===== src/rtl/motor_pwm_driver.sv =====
// Two-channel H-bridge PWM driver: latches direction/duty at PWM period boundaries and inserts dead-time coast on reversal.
// Optional build macro SOFT_START_EN ramps duty up by RAMP_STEP per period on entry to drive.
module motor_pwm_driver #(
  parameter int PRESCALE         = 4,
  parameter int DEADTIME_PERIODS = 2,
  parameter int RAMP_STEP        = 4
) (
  input  logic       clk_3125KHz,
  input  logic       rst_n,
  input  logic       enable,
  input  logic       m1_a,
  input  logic       m1_b,
  input  logic       m2_a,
  input  logic       m2_b,
  input  logic [4:0] dc1,
  input  logic [4:0] dc2,
  output logic       m1_in1,
  output logic       m1_in2,
  output logic       m2_in1,
  output logic       m2_in2,
  output logic       period_start,
  output logic [1:0] dir_fault
);

  localparam int PW = (PRESCALE > 1) ? $clog2(PRESCALE) : 1;
  localparam int DW = (DEADTIME_PERIODS > 0) ? $clog2(DEADTIME_PERIODS + 1) : 1;
  localparam logic [PW-1:0] PRESC_MAX = PW'(PRESCALE - 1);
  localparam logic [DW-1:0] DEAD_INIT = DW'(DEADTIME_PERIODS);
  localparam logic [5:0]    RAMP_SAT  = (RAMP_STEP > 31) ? 6'd31 : 6'(RAMP_STEP);

  typedef enum logic [1:0] {
    ST_COAST,
    ST_DRIVE,
    ST_DEAD
  } chan_state_t;

  logic [PW-1:0] presc_q;
  logic [4:0]    pwm_cnt_q;
  logic          tick;
  logic          boundary;

  chan_state_t   state_q [2];
  chan_state_t   state_d [2];
  logic [1:0]    rev_q, rev_d;
  logic [4:0]    duty_q  [2];
  logic [4:0]    duty_d  [2];
  logic [DW-1:0] dead_q  [2];
  logic [DW-1:0] dead_d  [2];
  logic [1:0]    in1_d, in2_d, fault_d;
  logic [1:0]    in1_q, in2_q;

  logic [1:0]    req_a, req_b;
  logic [4:0]    dc_sel  [2];

  assign req_a     = {m2_a, m1_a};
  assign req_b     = {m2_b, m1_b};
  assign dc_sel[0] = dc1;
  assign dc_sel[1] = dc2;

  assign tick     = (presc_q == PRESC_MAX);
  assign boundary = tick && (pwm_cnt_q == 5'd31);

  // Soft-start duty helpers: first step capped at RAMP_STEP, then grow by RAMP_STEP saturating at 31.
  function automatic logic [4:0] ramp_entry(input logic [4:0] dc);
    return ({1'b0, dc} < RAMP_SAT) ? dc : RAMP_SAT[4:0];
  endfunction

  function automatic logic [4:0] ramp_next(input logic [4:0] dc, input logic [4:0] cur);
    logic [5:0] sum;
    sum = {1'b0, cur} + RAMP_SAT;
    if (sum > 6'd31) sum = 6'd31;
    return ({1'b0, dc} < sum) ? dc : sum[4:0];
  endfunction

  function automatic logic [4:0] entry_duty(input logic [4:0] dc);
`ifdef SOFT_START_EN
    return ramp_entry(dc);
`else
    return dc;
`endif
  endfunction

  function automatic logic [4:0] run_duty(input logic [4:0] dc, input logic [4:0] cur);
`ifdef SOFT_START_EN
    return ramp_next(dc, cur);
`else
    if (cur == 5'd31) return dc;
    return dc;
`endif
  endfunction

  always_ff @(posedge clk_3125KHz or negedge rst_n) begin
    if (!rst_n) begin
      presc_q   <= '0;
      pwm_cnt_q <= '0;
    end else begin
      presc_q <= tick ? '0 : presc_q + 1'b1;
      if (tick) pwm_cnt_q <= pwm_cnt_q + 5'd1;
    end
  end

  always_ff @(posedge clk_3125KHz or negedge rst_n) begin
    if (!rst_n) begin
      for (int i = 0; i < 2; i++) begin
        state_q[i] <= ST_COAST;
        duty_q[i]  <= '0;
        dead_q[i]  <= '0;
      end
      rev_q        <= '0;
      in1_q        <= '0;
      in2_q        <= '0;
      dir_fault    <= '0;
      period_start <= 1'b0;
    end else begin
      for (int i = 0; i < 2; i++) begin
        state_q[i] <= state_d[i];
        duty_q[i]  <= duty_d[i];
        dead_q[i]  <= dead_d[i];
      end
      rev_q        <= rev_d;
      in1_q        <= in1_d;
      in2_q        <= in2_d;
      dir_fault    <= fault_d;
      period_start <= boundary;
    end
  end

  // Per-channel next state; enable low overrides any boundary update.
  always_comb begin
    rev_d   = rev_q;
    in1_d   = '0;
    in2_d   = '0;
    fault_d = '0;
    for (int i = 0; i < 2; i++) begin
      state_d[i] = state_q[i];
      duty_d[i]  = duty_q[i];
      dead_d[i]  = dead_q[i];

      in1_d[i] = enable && (state_q[i] == ST_DRIVE) && !rev_q[i] && (pwm_cnt_q < duty_q[i]);
      in2_d[i] = enable && (state_q[i] == ST_DRIVE) &&  rev_q[i] && (pwm_cnt_q < duty_q[i]);

      if (!enable) begin
        state_d[i] = ST_COAST;
        duty_d[i]  = '0;
        dead_d[i]  = '0;
      end else if (boundary) begin
        fault_d[i] = req_a[i] && req_b[i];
        case (state_q[i])
          ST_COAST: begin
            if (req_a[i] ^ req_b[i]) begin
              state_d[i] = ST_DRIVE;
              rev_d[i]   = req_b[i];
              duty_d[i]  = entry_duty(dc_sel[i]);
            end
          end
          ST_DRIVE: begin
            if (!(req_a[i] ^ req_b[i])) begin
              state_d[i] = ST_COAST;
              duty_d[i]  = '0;
            end else if (req_b[i] == rev_q[i]) begin
              duty_d[i] = run_duty(dc_sel[i], duty_q[i]);
            end else if (DEADTIME_PERIODS == 0) begin
              rev_d[i]  = req_b[i];
              duty_d[i] = entry_duty(dc_sel[i]);
            end else begin
              state_d[i] = ST_DEAD;
              dead_d[i]  = DEAD_INIT;
              duty_d[i]  = '0;
            end
          end
          ST_DEAD: begin
            if (!(req_a[i] ^ req_b[i])) begin
              state_d[i] = ST_COAST;
              dead_d[i]  = '0;
            end else if (dead_q[i] <= DW'(1)) begin
              state_d[i] = ST_DRIVE;
              rev_d[i]   = req_b[i];
              duty_d[i]  = entry_duty(dc_sel[i]);
              dead_d[i]  = '0;
            end else begin
              dead_d[i] = dead_q[i] - DW'(1);
            end
          end
          default: begin
            state_d[i] = ST_COAST;
            duty_d[i]  = '0;
            dead_d[i]  = '0;
          end
        endcase
      end
    end
  end

  assign m1_in1 = in1_q[0];
  assign m1_in2 = in2_q[0];
  assign m2_in1 = in1_q[1];
  assign m2_in2 = in2_q[1];

endmodule

===== config.mk =====
export PLATFORM = sky130hd
export DESIGN_NAME = motor_pwm_driver
export DESIGN_NICKNAME = d
export VERILOG_FILES = /design/src/rtl/motor_pwm_driver.sv
export SDC_FILE = /design/constraint.sdc
export NUM_CORES = 1
export LEC_CHECK = 0
export ABC_AREA = 0
export CAP_MARGIN = 20
export CORE_UTILIZATION = 40
export DETAILED_ROUTE_END_ITERATION = 16
export HOLD_SLACK_MARGIN = 0.05
export PLACE_DENSITY_LB_ADDON = 0.12
export SYNTH_ARGS = -nofsm -noshare
export SYNTH_HDL_FRONTEND = slang
export SYNTH_SLANG_ARGS = --single-unit

===== constraint.sdc =====
create_clock -name clk_3125KHz -period 3.75 [get_ports clk_3125KHz]
set_input_delay 0.75 -clock clk_3125KHz [delete_from_list [all_inputs] [get_ports clk_3125KHz]]
set_output_delay 0.75 -clock clk_3125KHz [all_outputs]
set_load 0.005 [all_outputs]

==> flow_metrics.tcl, run 1 <==
set metrics [dict create \
    hold_viol_final 0 \
    syn-num-nets 236 \
    synthFlopType "dfrtp_1" \
    nets 264 \
    synth_area_um2 2030 \
    tightest_slew_ns 0.635 \
    die_h_um 73.2 \
    ant_nets 0 \
    power_density_nw_per_um2 319 \
    numCtsBuffers 5 \
    setup_ws_ns 1.09 \
    die_x_um 73.2 \
    worstSkewPairLatency_ns 0.28 \
    grt_pass1_vias 1626 \
    mostFrequentLayoutCells "dfrtp_1 (34), clkdlybuf4s50_1 (23), ha_1 (21)" \
    pwr-share-comb_pct 15.1 \
    root_buffer "clkbuf_8" \
    cts_setup_buffers 0 \
    core_area_um2 4790 \
    power.internal_w 0.000573 \
    slew_viol_final 0 \
    yosysTopAreaCellShare_pct 42.0 \
    via_count 1568 \
    viasPerCell 5.37 \
    peakVddDrop_mv 0.126 \
    cellLeakagePower_nw 1.14 \
    fin_skew_ns 0.00834 \
    startpoint_type "input pin" \
    io_buffer_count 23 \
    hold_path.class "flop to flop" \
    worst-endpoint-required_ns 3.97 \
    endpoint_kind "flop" \
    cts_hold_buffers 0 \
    power_switching_w 0.000197 \
    grt_usage_pct 18.5 \
    yosysSeqAreaShare_pct 42.0 \
    fin_crit_ns 2.66 \
    ys_seq_elements 34 \
    outcome "completed" \
    rows 25 \
    netlist_instances 198 \
    ios 24 \
    clk_pin_slew_ns 0.07 \
    slew_headroom_pct 56.6 \
    fmax_ghz 0.376 \
    synth_async_sr_flop_share_pct 100 \
    synth_edf_count 0 \
    gr-total-overflow 0 \
    start_util_pct 42.4 \
    ys_types 48 \
    pre_cts_ws_ns 0.853 \
    die_area_um2 5360 \
    cp.arrival_ns 2.88 \
    diodes 0 \
    htreeDepth 2 \
    antenna_found_initial 0 \
    yosysWarnings 0 \
    first_pass_iters 4 \
    synth_top_cell_by_area "dfrtp_1" \
    final_common_cell "dfrtp_1" \
    ys_top_cells_by_area "dfrtp_1 (42%), ha_1 (13%), a22o_1 (4.3%)" \
    post-dp-hpwl_um 3250 \
    rsz0062_at_grt "no" \
    sequentialPowerShare_pct 50.0 \
    avgRoutedWirePerCell_um 14.8 \
    cts_buffer_depth 2 \
    setup_viol 0 \
    pwr-share-clk_pct 34.9 \
    drt_iter0_drc 60 \
    min_period_over_period_pct 71.0 \
    post_synth.cell_area_avg_um2 10.2 \
    grt_pass1_wl_um 7470 \
    routabilityCongestion 0.873 \
    syn2layout_area_growth_pct 19.0 \
    ctsResizeCount 0 \
    layout-drive-gt1-share_pct 8.00 \
    switching_share_pct 25.6 \
    cts_num_sinks 34 \
    cp_max_fo 9 \
    crit_type "input pin to flop" \
    cts_tree "built" \
    max_cap_violations 0 \
    grt_max_degree 35 \
    drc 0 \
    timing.setup.tns_ns 0 \
    finalWirelength_um 4320 \
]
[Yosys cell counts (all sizes together) (4+ instances only)]
| library cell | number |
|---|---|
| a22o | 10 |
| mux2 | 4 |
| nor2b | 5 |
| o21ai | 8 |
| a21oi | 9 |
| nand2 | 14 |
| o31ai | 4 |
| and3 | 5 |
| a21o | 5 |
| inv | 19 |
| dfrtp | 34 |
| ha | 21 |
| nor2 | 14 |
| mux2i | 5 |
[cell families (layout without fill, tap and decap cells)]
kind of cell	count (synthesis)	count (layout)	share of synthesized area, %
AO/OA/AOI/OAI	48	48	18.3
XOR/XNOR	5	5	2.16
adder cells (fa/ha/maj)	21	21	13.0
buffers and inverters	23	50	5.00
flip-flops	34	34	42.0
multiplexers	9	9	4.69
AND/OR/NAND/NOR	58	58	14.9
[through the flow]
step	utilization [%]	total power [W]	hold WS, ns	area, um2	instances
final	50.4	0.000770	0.423	2410	292
after detailed placement	48.7	0.000508	0.416	2330	286
after global placement	48.7	0.000503	0.414	2330	286
after CTS	50.4	0.000778	0.424	2410	292
after global routing	50.4	0.000806	0.432	2410	292
after floorplan	-	0.000462	0.403	2030	198
[flip-flops by register name, indices dropped and copies added, names as in the netlist]
register / flops
period_start: 1
dead_q: 4
duty_q: 10
pwm_cnt_q: 5
presc_q: 2
in1_q: 2
rev_q: 2
state_q: 4
in2_q: 2
dir_fault: 2
[critical path, cell delays in order]
cell and delay [ns]:
clkdlybuf4s50_1 0.46, ha_1 0.46, nor2b_1 0.11, o21a_1 0.23
a2111oi_0 0.61, a41o_1 0.27
[final cells by class]
cell class                      instances  area, um2
Clock buffer                            6       82.6
Timing Repair Buffer                   25        245
Multi-Input combinational cell        141       1070
Fill cell                             440       2370
Tap cell                               67       83.8
Inverter                               19       73.8
Sequential cell                        34        851
[layer usage]
layer  global-route usage (%)  vias to the layer above  wire [um]
li1                         -                      762          -
met1                     22.2                      767       2000
met2                     31.8                       31       2100
met3                     4.56                        8        146
met4                     6.97                        0         74
met5                        0                        -          0
[final timing paths]
check	depth (start not counted)	to	startpoint	slack, ns
setup / recovery	6	state_q[3]	m1_b	1.09
hold / removal	1	presc_q[0]	presc_q[0]	0.42
setup reg to reg	7	state_q[3]	pwm_cnt_q[0]	1.44
hold reg to reg	1	presc_q[0]	presc_q[0]	0.42
max in group asynchronous	2	duty_q[3]	rst_n	2.55
min in group asynchronous	2	duty_q[0]	rst_n	0.88
[power groups by stage]
stage | Clock [W] | Sequential, W | Combinational [W]
2_1_floorplan | 0 | 0.000389 | 0.0000724
6_report | 0.000269 | 0.000385 | 0.000117
4_1_cts | 0.000277 | 0.000385 | 0.000117
5_1_grt | 0.000289 | 0.000386 | 0.000131
3_3_place_gp | 0 | 0.000391 | 0.000112
3_5_place_dp | 0 | 0.000391 | 0.000116
No activity file was read; power rests on OpenSTA's default activity.
==> inputs of run 2 (changes only) <==
==> constraint.sdc (replaced) <==
create_clock -name clk_3125KHz -period 2.4 [get_ports clk_3125KHz]
set_input_delay 0.48 -clock clk_3125KHz [delete_from_list [all_inputs] [get_ports clk_3125KHz]]
set_output_delay 0.48 -clock clk_3125KHz [all_outputs]
set_load 0.005 [all_outputs]
==> run 2 against run 1 <==
Against the previous run:
- clock skew fell by 0.0055 ns
- combinational power is 74% higher
- sequential power up 56%
- non-clock buffer count rose by 13
- critical path depth up 1
- flip-flop and latch count did not move
- largest cell class unchanged
- total power increased by 61%
- sequential share of layout area decreased by 1.5 points
- core utilization up 2.2 points
- first-iteration DRC count rose by 63%
- global-route usage fell by 0.33 points
- highest routed layer unchanged
- clock power rose by 62%
==> flow_metrics.tcl, run 2 (synthesis results as in run 1) <==
set metrics [dict create \
    outcome "completed" \
    setup_ws_ns 0.225 \
    final_common_cell "dfrtp_1" \
    cts_hold_buffers 0 \
    cp.arrival_ns 2.39 \
    rows 25 \
    fin_skew_ns 0.00286 \
    tightest_slew_ns 0.459 \
    die_h_um 73.2 \
    grt_usage_pct 18.2 \
    top_regs "duty_q: 10 flops, pwm_cnt_q: 5 flops" \
    gr-total-overflow 0 \
    power_density_nw_per_um2 493 \
    hold_path.class "flop to flop" \
    drt_iter0_drc 98 \
    crit_type "input pin to flop" \
    via_count 1606 \
    io_buffer_count 23 \
    layout-drive-gt1-share_pct 13.3 \
    routabilityCongestion 0.890 \
    mostFrequentLayoutCells "dfrtp_1 (34), clkdlybuf4s50_1 (23), ha_1 (21)" \
    antenna_found_initial 0 \
    critical_path.top_delay_family "compound AO/OA/AOI/OAI gates" \
    first_pass_iters 4 \
    dpl_cell_area_um2 2430 \
    die_area_um2 5360 \
    htreeDepth 2 \
    diodes 0 \
    setup_viol 0 \
    slew_headroom_pct 69.4 \
    use_met2_pct 30.1 \
    max_cap_violations 0 \
    cellLeakagePower_nw 1.21 \
    power_w 0.00124 \
    root_buffer "clkbuf_8" \
    final_area_um2 2520 \
    die_x_um 73.2 \
    min_period_over_period_pct 90.6 \
    fillers 441 \
    cp_cell_sequence "clkdlybuf4s50_1, ha_1, nor2b_1, o21a_1, buf_4, a2111oi_4, a22o_1" \
    cts_num_sinks 34 \
    fin_crit_ns 2.17 \
    grt_pass1_wl_um 7330 \
    pre_cts_ws_ns -0.0527 \
    critPathBufInv 2 \
    slowest_stage "a2111oi_4" \
    cpPeakStageDelay_ns 0.45 \
    grtUsageMet1_pct 22.4 \
    start_util_pct 42.4 \
    post-dp-hpwl_um 3220 \
    gr-max-usage-layer "met2" \
    avgRoutedWirePerCell_um 13.7 \
    largest_reg_flops 10 \
    cp_max_fo 6 \
    syn2layout_area_growth_pct 24.2 \
    rsz0062_at_grt "no" \
    postLayoutCoreUtil_pct 52.6 \
    finalWirelength_um 4200 \
    fmax_ghz 0.460 \
    grt_util_met3_pct 4.56 \
    regMostFlops "duty_q" \
    hold_viol_final 0 \
    startpoint_type "input pin" \
    clk_pin_slew_ns 0.07 \
    peakVddDrop_mv 0.195 \
    ctsResizeCount 0 \
    placed_cells 299 \
    worst-endpoint-required_ns 2.62 \
    slew_viol_final 0 \
    endpoint_kind "flop" \
    numCtsBuffers 5 \
    cts_setup_buffers 0 \
    nets 277 \
    worstSkewPairLatency_ns 0.28 \
    grt_pass1_vias 1673 \
    drc 0 \
    grt_max_degree 35 \
    ant_nets 0 \
    ios 24 \
    core_area_um2 4790 \
    instances_no_fill 307 \
    cts_tree "built" \
    cts_buffer_depth 2 \
    viasPerCell 5.23 \
]
[run 2: changes by cell type in the layout (fill, tap and decap cells not counted)]
cell and change:
clkbuf_1 +1, buf_4 +13, clkinv_2 +1
[run 2: worst paths after layout]
| path | start | to | slack (ns) | depth (start not counted) |
|---|---|---|---|---|
| min in group asynchronous | rst_n | duty_q[1] | 0.60 | 2 |
| hold reg to reg | presc_q[0] | presc_q[0] | 0.43 | 1 |
| setup / recovery | m1_b | duty_q[6] | 0.23 | 7 |
| max in group asynchronous | rst_n | dir_fault[0] | 1.49 | 2 |
| hold / removal | presc_q[0] | presc_q[0] | 0.43 | 1 |
| setup reg to reg | pwm_cnt_q[1] | duty_q[6] | 0.23 | 8 |
[run 2: cell type report]
class	count	area, um2	share of cell area, %
Clock inverter	1	5.00	0.199
Tap cell	67	83.8	3.33
Inverter	19	73.8	2.93
Multi-Input combinational cell	141	1070	42.7
Clock buffer	7	86.3	3.43
Sequential cell	34	851	33.8
Timing Repair Buffer	38	343	13.6
[run 2: per-layer routing]
| metal | part of all wire, % | up-vias |
|---|---|---|
| li1 | - | 784 |
| met1 | 47 | 780 |
| met2 | 49 | 38 |
| met3 | 3.6 | 4 |
| met4 | 0.72 | 0 |
| met5 | 0 | - |
[run 2: where the power goes]
part           internal, W  leakage (nW)  switching [W]
clock network     0.000231        0.0482       0.000204
registers         0.000589         0.455      0.0000122
logic             0.000102         0.703       0.000102
total             0.000922          1.21       0.000318
[run 2: per-stage QoR]
| step | hold slack, ns | setup TNS (ns) |
|---|---|---|
| 2_1_floorplan | 0.184 | 0 |
| 3_3_place_gp | 0.415 | 0 |
| 3_5_place_dp | 0.423 | -0.222 |
| 4_1_cts | 0.434 | 0 |
| 5_1_grt | 0.455 | 0 |
| 6_report | 0.430 | 0 |
